File: config.mk
export PLATFORM = sky130hd
export DESIGN_NAME = rfa_grant_decoder
export DESIGN_NICKNAME = d
export VERILOG_FILES = /design/src/rtl/rfa_grant_decoder.sv
export SDC_FILE = /design/constraint.sdc
export NUM_CORES = 1
export LEC_CHECK = 0
export BUFFER_PORTS_ARGS = -buffer_cell sky130_fd_sc_hd__buf_2
export CAP_MARGIN = 0
export CORE_MARGIN = 2
export CORE_UTILIZATION = 35
export DETAILED_ROUTE_END_ITERATION = 8
export MAX_ROUTING_LAYER = met4
export SLEW_MARGIN = 20
export SYNTH_ARGS = -nofsm -noshare
export SYNTH_HDL_FRONTEND = slang
export SYNTH_SLANG_ARGS = --single-unit
File: constraint.sdc
create_clock -name clk -period 1.6 [get_ports clk]
set_input_delay 0.16 -clock clk [delete_from_list [all_inputs] [get_ports clk]]
set_output_delay 0.16 -clock clk [all_outputs]
set_load 0.1 [all_outputs]
File: src/rtl/rfa_grant_decoder.sv
// Expands an arbitration winner index into a registered one-hot grant that is held
// for HOLD_CYCLES cycles and then retired with a one-cycle one-hot completion pulse.
module rfa_grant_decoder #(
    parameter int NUM_CLIENTS = 16,
    parameter int IDX_W       = 4,
    parameter int HOLD_CYCLES = 2
) (
    input  logic                   clk,
    input  logic                   rst,
    input  logic                   sel_valid,
    input  logic [IDX_W-1:0]       sel_idx,
    output logic                   sel_ready,
    output logic [NUM_CLIENTS-1:0] grant,
    output logic [IDX_W-1:0]       grant_idx,
    output logic                   busy,
    output logic [NUM_CLIENTS-1:0] grant_done,
    output logic                   err_idx
);

    localparam int CNT_W = (HOLD_CYCLES > 1) ? $clog2(HOLD_CYCLES) : 1;
    localparam logic [CNT_W-1:0] CNT_RELOAD = CNT_W'(HOLD_CYCLES - 1);

    typedef enum logic {
        IDLE,
        HOLD
    } state_t;

    state_t                 state_reg;
    logic [CNT_W-1:0]       cnt_reg;
    logic [NUM_CLIENTS-1:0] grant_reg;
    logic [IDX_W-1:0]       grant_idx_reg;
    logic [NUM_CLIENTS-1:0] grant_done_reg;
    logic                   err_idx_reg;

    logic [NUM_CLIENTS-1:0] sel_onehot;
    logic                   idx_in_range;
    logic                   last_cycle;
    logic                   accept;
    logic                   accept_ok;
    logic                   accept_bad;

    // Out-of-range indices decode to all zeros, which doubles as the range check.
    for (genvar gi = 0; gi < NUM_CLIENTS; gi++) begin : g_dec
        assign sel_onehot[gi] = (32'(sel_idx) == gi);
    end

    assign idx_in_range = |sel_onehot;
    assign last_cycle   = (state_reg == HOLD) && (cnt_reg == '0);
    assign sel_ready    = rst && ((state_reg == IDLE) || last_cycle);
    assign accept       = sel_valid && sel_ready;
    assign accept_ok    = accept && idx_in_range;
    assign accept_bad   = accept && !idx_in_range;

    always_ff @(posedge clk) begin
        if (!rst) begin
            state_reg      <= IDLE;
            cnt_reg        <= '0;
            grant_reg      <= '0;
            grant_idx_reg  <= '0;
            grant_done_reg <= '0;
            err_idx_reg    <= 1'b0;
        end else begin
            grant_done_reg <= '0;
            err_idx_reg    <= accept_bad;
            case (state_reg)
                IDLE: begin
                    if (accept_ok) begin
                        grant_reg     <= sel_onehot;
                        grant_idx_reg <= sel_idx;
                        cnt_reg       <= CNT_RELOAD;
                        state_reg     <= HOLD;
                    end
                end
                HOLD: begin
                    if (cnt_reg != '0) begin
                        cnt_reg <= cnt_reg - CNT_W'(1);
                    end else begin
                        // Last grant cycle: retire it, and chain straight into a new one if offered.
                        grant_done_reg <= grant_reg;
                        if (accept_ok) begin
                            grant_reg     <= sel_onehot;
                            grant_idx_reg <= sel_idx;
                            cnt_reg       <= CNT_RELOAD;
                        end else begin
                            grant_reg     <= '0;
                            grant_idx_reg <= '0;
                            state_reg     <= IDLE;
                        end
                    end
                end
                default: begin
                    state_reg <= IDLE;
                end
            endcase
        end
    end

    assign grant      = grant_reg;
    assign grant_idx  = grant_idx_reg;
    assign busy       = (state_reg == HOLD);
    assign grant_done = grant_done_reg;
    assign err_idx    = err_idx_reg;

    a_grant_onehot0 : assert property (@(posedge clk) disable iff (!rst) $onehot0(grant));
    a_done_onehot0  : assert property (@(posedge clk) disable iff (!rst) $onehot0(grant_done));
    a_busy_matches  : assert property (@(posedge clk) disable iff (!rst) busy == (|grant));

endmodule

Word-level counts from Yosys, hierarchy flattened
Cells that the tools add are included.
W data, S select, Z words.
{"block": "totals", "register_bits": 39, "latchBits": 0, "mem_bits_rw": 0, "mem_bits_ro": 0, "in_bits": 7, "out_inout_bits": 39, "wordCells": 52, "n_memories": 0}
{"block": "op_classes", "addsub": 1, "multipliers": 0, "n_div": 0, "magnitude_cmp": 0, "eq_ne": 17, "shifts": 0, "n_mux": 14, "n_bitwise": 3, "n_reduce_logical": 11}
{"operator": "$mux W16", "n": 3}
{"operator": "$eq A4 B4 Y1 const B", "n": 8}
{"operator": "$pmux W16 S2", "n": 1}
{"operator": "$eq A4 B3 Y1 const B", "n": 4}
{"operator": "$reduce_or A16 Y1", "n": 1}
{"operator": "$mux W4", "n": 3}
{"operator": "$eq A4 B2 Y1 const B", "n": 2}
{"operator": "$pmux W4 S2", "n": 1}
{"operator": "$logic_and A1 B1 Y1", "n": 5}
{"operator": "$eq A4 B1 Y1 const B", "n": 1}
{"operator": "$logic_not A4 Y1", "n": 1}
{"operator": "$mux W1", "n": 4}
{"operator": "$ne A2 B2 Y1 const B", "n": 2}
{"operator": "$pmux W1 S2", "n": 2}
{"operator": "$not A1 Y1", "n": 3}
{"operator": "$reduce_or A3 Y1", "n": 1}
{"operator": "$reduce_and A2 Y1", "n": 1}
{"operator": "$logic_not A1 Y1", "n": 1}
{"operator": "$logic_or A1 B1 Y1", "n": 1}
{"operator": "$sub A1 B1 Y1 const B", "n": 1}

Logic depth before layout (Yosys ltp)
{"block": "depth", "word_depth": 9, "depth_mapped": 5, "depth_no_buf": 4}

Worst setup path after synthesis
No wires, ideal clock.
{"block": "synth_path", "path_kind": "reg2reg", "from": "register state_reg (netlist: busy)", "to": "register grant_reg[15] (netlist: grant[15])", "arrival_ns": 2.320, "t_required_ns": 1.482, "path_slack_ns": -0.837, "stages_incl_launch_ff": 5, "synth_period_minus_slack_ns": 2.437, "cell_sequence": "dfxtp_1 > a21bo_2 > inv_1 > and3_1 > a22o_1"}
{"block": "synth_between", "elab_chain_cells": 8, "elab_cells_between_ends": 12, "cone_classes": "2 x eq/ne; 3 x mux; 1 x bitwise; 6 x reduce/logical"}
{"item": "start, declared", "line": "28", "source": "state_t state_reg;"}
{"item": "start signal, assigned", "line": "56", "source": "state_reg <= IDLE;"}
{"item": "start signal, assigned", "line": "71", "source": "state_reg <= HOLD;"}
{"item": "start signal, assigned", "line": "87", "source": "state_reg <= IDLE;"}
{"item": "$logic_and A1 B1 Y1 / $not A1 Y1 (equally long branches)"}
{"item": "$logic_or A1 B1 Y1 (*)", "line": "49", "source": "assign sel_ready = rst && ((state_reg == IDLE) || last_cycle);"}
{"item": "$logic_and A1 B1 Y1 (*)", "line": "49"}
{"item": "net sel_ready", "line": "12", "source": "output logic sel_ready,"}
{"item": "$logic_and A1 B1 Y1 (*)", "line": "50", "source": "assign accept = sel_valid && sel_ready;"}
{"item": "$logic_and A1 B1 Y1 (*)", "line": "51", "source": "assign accept_ok = accept && idx_in_range;"}
{"item": "$mux W16", "line": "80", "source": "if (accept_ok) begin"}
{"item": "$mux W16", "line": "75", "source": "if (cnt_reg != '0) begin"}
{"item": "$pmux W16 S2", "line": "65", "source": "case (state_reg)"}
{"item": "end signal, assigned", "line": "68", "source": "grant_reg <= sel_onehot;"}
{"item": "end signal, assigned", "line": "81", "source": "grant_reg <= sel_onehot;"}
{"item": "end, declared", "line": "30", "source": "logic [NUM_CLIENTS-1:0] grant_reg;"}
The timed path passes the listed nets; every way through them passes the cells marked *. The select of a mux whose other input is x is not followed.
A chain may end at the register's enable or synchronous reset.

Worst setup path after layout
{"block": "layout_path", "from": "register state_reg (netlist: busy)", "to": "output port sel_ready"}
{"block": "layout_between", "elab_chain_cells": 3, "elab_cells_between_ends": 4, "cone_classes": "1 x bitwise; 3 x reduce/logical"}
{"item": "$logic_and A1 B1 Y1 / $not A1 Y1 (equally long branches)"}
{"item": "$logic_or A1 B1 Y1 (*)", "line": "49"}
{"item": "$logic_and A1 B1 Y1 (*)", "line": "49"}
{"item": "end, declared", "line": "12"}
Every way passes the cells marked *; elsewhere a longest branch is shown, timed or not.

==> flow_summary.toml <==
[sta]
fmax_mhz = 647
tns_ns = 0
skew_ns = 0.00311
setup_viol = 0
drv_slew = 0
post-route-period-util = 0.967
hold_viol = 0
rsz0062_at_grt = "false"
post-route-min-period_ns = 1.55

[floorplanning]
coreArea_mm2 = 0.00361
initial_core_util = 0.356
die_y_um = 64.6
core.rowCount = 22
die_area_mm2 = 0.00417
ios = 46
die_w_um = 64.6

[pwr]
finalPower_w = 0.00200
powerDensity_mw_per_mm2 = 1190
peakVddDrop_v = 0.000677
power.leakage_nw = 0.794

[job]
drv_cap = 0

[worst_setup_path]
crit_chain = "a21bo_4 > clkinvlp_4 > buf_2"
slowest_delay_ns = 0.41
cp.required_ns = 1.44
cp.buffers_inverters = 2
end_kind = "output port"
path_class = "reg -> out"
critPathArrivalTime_ns = 1.39
cpMaxStageDelayCell = "buf_2"
cp_top_family = "buffers and inverters"
cp-start-kind = "register"
crit_fanout = 6

[clock_tree]
postCtsSetupBuffers = 0
cts_buffers = 5
cts_tree = "built"
clk_path_buf_depth = 2
cts_resized = 0
cts_hold_buf = 0
clk_latency_ns = 0.28
clk_pin_slew_ns = 0.07
cts_max_level = 2
clock_sinks = 39
root_buffer = "clkbuf_8"

[placed_design]
post-dp-hpwl_um = 1900
dpl.cell_count = 197
placed_area_mm2 = 0.00157
numPortBuffers = 45
place.gp.congestion = 0.855

[logic_synthesis]
synth.distinct_cells = 20
synth_cells = 106
synth_area_leader_cell = "dfxtp_1"
synth_top_area_frac = 0.608
postSynthAreaPerCell_um2 = 12.1
synth_area_mm2 = 0.00128
ys_seq_elements = 39
yosysSeqAreaShare = 0.608
ys_top_cells_by_area = "dfxtp_1, a22o_1, and2_1"
syn_nets = 113
synth_warnings = 0

[drt]
first_pass_iters = 4
drc = 0
vias = 929
dr.first_iter.drc_count = 14
viasPerCell = 4.53
wl_per_cell_um = 12.1
drt_wl_total_um = 2490
ant_nets = 0

[cells_and_area]
final_common_cell = "buf_2"
final_nets = 163
drive_gt1_frac = 0.427
syn2layout_area_growth_pct = 31.0
antenna_cells = 0
fin_cells = 205
layout.cell_area.non_filler_mm2 = 0.00168
fillerInstances = 362
final_cell_mix = "buf_2, dfxtp_1, and2_1"
post-route-util = 0.466

[outcome]
status = "complete, no violations"

[min_path]
hp-class = "in -> reg"

[global_route]
grt-ovfl-total = 0
grt_max_degree = 17
grt_util_all_layers = 0.131
grt_antenna_before_repair = 0
first_global_vias = 876
grt_pass1_wl_um = 4110
[kinds of logic after synthesis]
| logic type | after synthesis | share of synthesized area |
|---|---|---|
| buf+inv | 5 | 0.0263 |
| other cells | 1 | 0.00292 |
| flops | 39 | 0.608 |
| compound gates | 22 | 0.150 |
| simple gates | 39 | 0.212 |
[worst register-to-register path, cell delays in order, from the launching register on]
cell	delay, ns
dfxtp_4	0.38
and2_1	0.23
nor4b_2	0.43
a22o_1	0.18
[synthesized netlist by cell type]
cell	n
nor4_2	1
nand2b_4	2
and2_1	17
nor3_1	2
inv_1	2
buf_6	2
nor2_1	8
a21boi_0	1
a32oi_1	4
a21bo_2	1
dfxtp_1	39
nand2_1	2
and3_1	1
nor2_2	1
nor4b_2	2
clkbuf_1	1
conb_1	1
nor3b_2	2
a22o_1	16
and3_4	1
[layer usage]
layer  wire, um  track usage  up-vias  share of wire
met5          0            -        -              0
met4         25       0.0399        0          0.010
met3        171       0.0503        4          0.069
met2       1180        0.219       36           0.47
met1       1110        0.147      417           0.45
li1           -            -      472              -
[path summary, 6_finish.rpt]
path                          from                       end  slack, ns  depth (start not counted)
min                      sel_valid      cnt_reg$_SDFFE_PN0P_       0.18                          3
min reg2reg  grant[0]$_SDFFE_PN0P_  grant_done[0]$_SDFF_PP0_       0.49                          1
max                busy$_SDFF_PN0_                 sel_ready       0.05                          3
max reg2reg        busy$_SDFF_PN0_     grant[4]$_SDFFE_PN0P_       0.32                          3
[stage by stage]
stage	worst slack, ns	hold WS [ns]
2_1_floorplan	-0.203	0.276
3_3_place_gp	0.358	0.467
3_5_place_dp	0.337	0.470
4_1_cts	0.0445	0.179
5_1_grt	0.00921	0.212
6_report	0.0534	0.180
[report_power, final]
group          leakage [nW]  switching, W  internal (W)  total, W
registers             0.316     0.0000121      0.000984  0.000997
clock network        0.0581      0.000329      0.000464  0.000793
logic                 0.419      0.000166     0.0000462  0.000212
[cell type report]
| type | instances | area [um^2] | share of cell area |
|---|---|---|---|
| inverter | 2 | 11.3 | 0.00670 |
| clock inverter | 3 | 43.8 | 0.0260 |
| multi-input combinational | 62 | 480 | 0.286 |
| sequential | 39 | 785 | 0.467 |
| clock buffer | 5 | 68.8 | 0.0409 |
| tap | 48 | 60.1 | 0.0357 |
| timing repair buffer | 46 | 233 | 0.138 |
No activity file was read; power rests on OpenSTA's default activity.
